## src/rtl/instr_fetch_unit.sv

```systemverilog
// Instruction fetch unit: PC, 1-cycle instruction ROM port, prefetch FIFO and valid/ready to decode.
// Optional saturating stall counter on port stall_cnt when IFETCH_STALL_CNT_EN is defined.
module instr_fetch_unit #(
    parameter logic [31:0] RESET_PC = 32'h0000_0000,
    parameter int unsigned DEPTH    = 4,
    parameter int unsigned AW       = 8
) (
    input  logic          clk,
    input  logic          rst,
    output logic          imem_en,
    output logic [AW-1:0] imem_addr,
    input  logic [31:0]   imem_rdata,
    input  logic          redirect,
    input  logic [31:0]   redirect_pc,
    output logic [31:0]   instr,
    output logic [31:0]   instr_pc,
    output logic          instr_valid,
    input  logic          instr_ready
`ifdef IFETCH_STALL_CNT_EN
    ,
    output logic [31:0]   stall_cnt
`endif
);

    localparam int unsigned   PW       = $clog2(DEPTH);
    localparam logic [PW+1:0] DEPTH_W  = (PW+2)'(DEPTH);
    localparam logic [31:0]   PC_MASK  = 32'hFFFF_FFFC;

    if (DEPTH < 2 || (DEPTH & (DEPTH - 1)) != 0) begin : gen_bad_depth
        $error("instr_fetch_unit: DEPTH must be a power of 2 and >= 2");
    end

    logic [31:0]   fetch_pc_q, fetch_pc_d;
    logic          pending_q, pending_d;
    logic [31:0]   pending_pc_q, pending_pc_d;
    logic [PW:0]   count_q, count_d;
    logic [PW-1:0] wr_ptr_q, wr_ptr_d;
    logic [PW-1:0] rd_ptr_q, rd_ptr_d;
    logic [31:0]   mem_instr_q [DEPTH];
    logic [31:0]   mem_pc_q    [DEPTH];
    logic [PW+1:0] occupancy;
    logic          push;
    logic          pop;

    // Credit counts the in-flight read but not a same-cycle pop, so a push never finds it full.
    assign occupancy = {1'b0, count_q} + {{(PW + 1){1'b0}}, pending_q};
    assign imem_en   = !rst && !redirect && (occupancy < DEPTH_W);
    assign imem_addr = fetch_pc_q[AW+1:2];

    // Redirect flushes: returning data and any pop in that cycle are discarded.
    assign push = pending_q && !redirect;
    assign pop  = instr_valid && instr_ready && !redirect;

    assign instr_valid = (count_q != '0);
    assign instr       = mem_instr_q[rd_ptr_q];
    assign instr_pc    = mem_pc_q[rd_ptr_q];

    always_comb begin
        fetch_pc_d   = fetch_pc_q;
        pending_d    = pending_q;
        pending_pc_d = pending_pc_q;
        count_d      = count_q;
        wr_ptr_d     = wr_ptr_q;
        rd_ptr_d     = rd_ptr_q;
        if (redirect) begin
            fetch_pc_d = redirect_pc & PC_MASK;
            pending_d  = 1'b0;
            count_d    = '0;
            wr_ptr_d   = '0;
            rd_ptr_d   = '0;
        end else begin
            pending_d = imem_en;
            if (imem_en) begin
                fetch_pc_d   = fetch_pc_q + 32'd4;
                pending_pc_d = fetch_pc_q;
            end
            if (push) begin
                wr_ptr_d = wr_ptr_q + PW'(1);
            end
            if (pop) begin
                rd_ptr_d = rd_ptr_q + PW'(1);
            end
            if (push && !pop) begin
                count_d = count_q + (PW + 1)'(1);
            end else if (!push && pop) begin
                count_d = count_q - (PW + 1)'(1);
            end
        end
    end

    always_ff @(posedge clk or posedge rst) begin
        if (rst) begin
            fetch_pc_q   <= RESET_PC & PC_MASK;
            pending_q    <= 1'b0;
            pending_pc_q <= 32'h0;
            count_q      <= '0;
            wr_ptr_q     <= '0;
            rd_ptr_q     <= '0;
        end else begin
            fetch_pc_q   <= fetch_pc_d;
            pending_q    <= pending_d;
            pending_pc_q <= pending_pc_d;
            count_q      <= count_d;
            wr_ptr_q     <= wr_ptr_d;
            rd_ptr_q     <= rd_ptr_d;
        end
    end

    always_ff @(posedge clk or posedge rst) begin
        if (rst) begin
            for (int i = 0; i < DEPTH; i++) begin
                mem_instr_q[i] <= 32'h0;
                mem_pc_q[i]    <= 32'h0;
            end
        end else if (push) begin
            mem_instr_q[wr_ptr_q] <= imem_rdata;
            mem_pc_q[wr_ptr_q]    <= pending_pc_q;
        end
    end

`ifdef IFETCH_STALL_CNT_EN
    logic [31:0] stall_cnt_q;

    always_ff @(posedge clk or posedge rst) begin
        if (rst) begin
            stall_cnt_q <= 32'h0;
        end else if (!instr_valid && !redirect && stall_cnt_q != 32'hFFFF_FFFF) begin
            stall_cnt_q <= stall_cnt_q + 32'd1;
        end
    end

    assign stall_cnt = stall_cnt_q;
`endif

    overflow_chk: assert property (@(posedge clk) disable iff (rst)
        push |-> ({1'b0, count_q} < DEPTH_W))
        else $error("instr_fetch_unit: push into full FIFO");

endmodule

```

## config.mk

```make
export PLATFORM = sky130hd
export DESIGN_NAME = instr_fetch_unit
export DESIGN_NICKNAME = d
export VERILOG_FILES = /design/src/rtl/instr_fetch_unit.sv
export SDC_FILE = /design/constraint.sdc
export NUM_CORES = 1
export LEC_CHECK = 0
export ABC_CLOCK_PERIOD_IN_PS = 12250
export BUFFER_PORTS_ARGS = -buffer_cell sky130_fd_sc_hd__buf_2
export CORE_AREA = 2 2 190 192
export DETAILED_ROUTE_END_ITERATION = 6
export DIE_AREA = 0 0 192 194
export PLACE_DENSITY = 0.65
export SLEW_MARGIN = 15
export SYNTH_ARGS = -nofsm -noshare
export SYNTH_HDL_FRONTEND = slang
export SYNTH_SLANG_ARGS = --single-unit
```

## constraint.sdc

```tcl
create_clock -name clk -period 12.25 [get_ports clk]
set_input_delay 0 -clock clk [delete_from_list [all_inputs] [get_ports clk]]
set_output_delay 0 -clock clk [all_outputs]
set_load 0.1 [all_outputs]
```

==> results.toml <==
[outcome]
outcome = "completed"

[sta]
fmax_mhz = 328
worst_pin_slew_ps = 1140
drv_slew = 0
finalSetupViolations = 0
hold_viol = 0
fin_crit_ps = 3050
hold_slack_ps = 45.6
relSlewSlack_pct = 24.1
rsz0062_at_grt = "no"
post-route-period-util_pct = 24.9
fin_skew_ps = 14.2
tns_ps = 0

[layout]
layout_common_cells = "314 x dfrtp_1, 240 x mux2_2, 137 x buf_2"
drive_above_1_share_pct = 42.8
n_antenna_cell = 0
num-fill-cells = 3057
syn2layout_area_growth_pct = 20.9
final_area_um2 = 16900
mostFrequentLayoutCell = "dfrtp_1"
nNetsFinal = 1245

[pwr]
clkPwrFrac_pct = 22.9
sequentialPowerShare_pct = 33.0
p_sw_share_pct = 46.1
peakVddDrop_mv = 0.265
p_switching_w = 0.00221
p_leak_nw = 7.98
p_int_w = 0.00258
power.density_nw_per_um2 = 283
pwr-share-comb_pct = 44.1
total_power_w = 0.00479

[setup_path]
critPathArrivalTime_ps = 3050
setup.worst_path.class = "register to output pin"
critPathCaptureType = "output pin"
cp-start-kind = "register"
worst-endpoint-required_ps = 12250
path_max_fanout = 35
r2r_setup_slack_ps = 9440

[route]
firstDrtPassIters = 5
postRouteWirelength_um = 31200
final_antenna_net_count = 0
drc = 0
vias = 8791
routed_via_density = 5.30
wire_per_inst_um = 18.8
drtIter0Drc = 458

[floorplanning]
die_x_um = 192
dieArea_um2 = 37200
num_io_pins = 142
core_area_um2 = 35200
row_count = 69
initial_core_util_pct = 39.7
die_h_um = 194

[min_path]
hp-class = "input pin to register"

[yosys]
ys_seq_elements = 316
synthesis.area_um2 = 14000
async_flop_share_pct = 100
synth-seq-area-share_pct = 56.6
ys_types = 47
avgSynthCellArea_um2 = 14.0
synth-edff-count = 0
synth-warning-count = 0
yosys_most_used_dff = "dfrtp_1"
synthCells = 996

[clock_tree]
cts_resized = 0
clk_latency_ps = 510
htree_levels = 2
cts_tree = "yes"
clk_pin_slew_worst_paths_ps = 60
clock_path_buffers = 3
clockRootBuffer = "clkbuf_16"
cts_setup_buffers = 0
cts.sinks = 316
hold_buffers = 64
numCtsBuffers = 35

[place]
place.gp.congestion = 0.777
hpwl_um = 17900
place_area_um2 = 15000
io_buffers = 137

[global_routing]
grt_pass1_wl_um = 50200
grt_usage_pct = 16.9
antenna_found_initial = 0
grt_start_max_net_pins = 201
grt_overflow_total = 0
grt_pass1_vias = 9148

[run]
max_cap_viol_count = 0
## power by group through the flow
stage | logic (W) | registers [W] | clock network [W]
2_1_floorplan | 0.00188 | 0.00147 | 0
6_report | 0.00211 | 0.00158 | 0.00110
3_3_place_gp | 0.00209 | 0.00158 | 0
3_5_place_dp | 0.00211 | 0.00160 | 0
4_1_cts | 0.00213 | 0.00158 | 0.00113
5_1_grt | 0.00220 | 0.00163 | 0.00117
## state kept, by name, indices dropped and copies added (netlist names)
name and count:
wr_ptr_q 2, pending_pc_q 30, mem_pc_q 120, pending_q 1
fetch_pc_q 30, rd_ptr_q 2, count_q 3, mem_instr_q 128
## final cells by class
| class | instances | area [um2] | share of cell area, % |
|---|---|---|---|
| Multi-Input combinational cell | 595 | 5720 | 33.9 |
| Clock inverter | 16 | 234 | 1.38 |
| Timing Repair Buffer | 208 | 1410 | 8.35 |
| Inverter | 15 | 63.8 | 0.378 |
| Tap cell | 461 | 577 | 3.41 |
| Sequential cell | 316 | 7920 | 46.8 |
| Clock buffer | 48 | 976 | 5.77 |
## path summary, 6_finish.rpt
check                                    to          start  cells after the start
setup / recovery                  instr[17]    rd_ptr_q[0]                      3
hold / removal                  wr_ptr_q[0]       redirect                      3
setup reg to reg              fetch_pc_q[5]      pending_q                      7
hold reg to reg               mem_pc_q[121]  mem_pc_q[121]                      2
max in group asynchronous  mem_instr_q[109]            rst                      5
min in group asynchronous         pending_q            rst                      3
## per-stage QoR
step | setup slack, ps | utilization, % | std cells
floorplan | 3510 | - | 997
global placement | 9490 | 42.6 | 1530
detailed placement | 9470 | 42.6 | 1530
CTS | 9080 | 47.9 | 1658
global route | 8950 | 48.0 | 1659
finish | 9200 | 48.0 | 1659
## per-layer routing
layer / vias up / wire, um / track usage [%]
li1: 3985 / - / -
met1: 4502 / 14700 / 24.6
met2: 252 / 14200 / 26.4
met3: 52 / 1790 / 3.33
met4: 0 / 552 / 3.70
met5: - / 0 / 0
## cells by family (layout without fill, tap and decap cells)
logic type | count (synthesis) | after routing | share of synthesized area, %
buf+inv | 86 | 287 | 2.74
other cells | 1 | 2 | 0.0268
mux | 303 | 303 | 29.4
fa+ha+maj | 6 | 6 | 0.591
compound gates | 78 | 78 | 3.84
flops | 316 | 316 | 56.6
xor+xnor | 9 | 9 | 0.564
simple gates | 197 | 197 | 6.27
## worst max-delay path, stage by stage (launching register included)
cell     delay (ps)
dfrtp_4         910
buf_4           640
mux4_2          620
buf_2           320
## cell usage after synthesis (4+ instances only)
cell	number	share of area, %
nor3_1	7	0.25
mux4_2	62	10
inv_1	15	0.40
o211ai_1	8	0.43
o21ai_0	31	1.1
nand2_1	121	3.2
buf_1	11	0.30
buf_4	10	0.54
a22oi_1	5	0.27
o311ai_0	6	0.38
a221o_1	7	0.50
dfrtp_1	316	57
buf_2	5	0.18
or3_1	6	0.27
a21oi_1	7	0.25
clkbuf_1	42	1.1
xor2_1	4	0.25
and3_1	8	0.36
xnor2_1	5	0.31
nand3_1	20	0.72
mux2_2	240	19
ha_1	5	0.45
nor2_1	14	0.38
nand4_1	8	0.36
(Power assumes the default switching activity.)
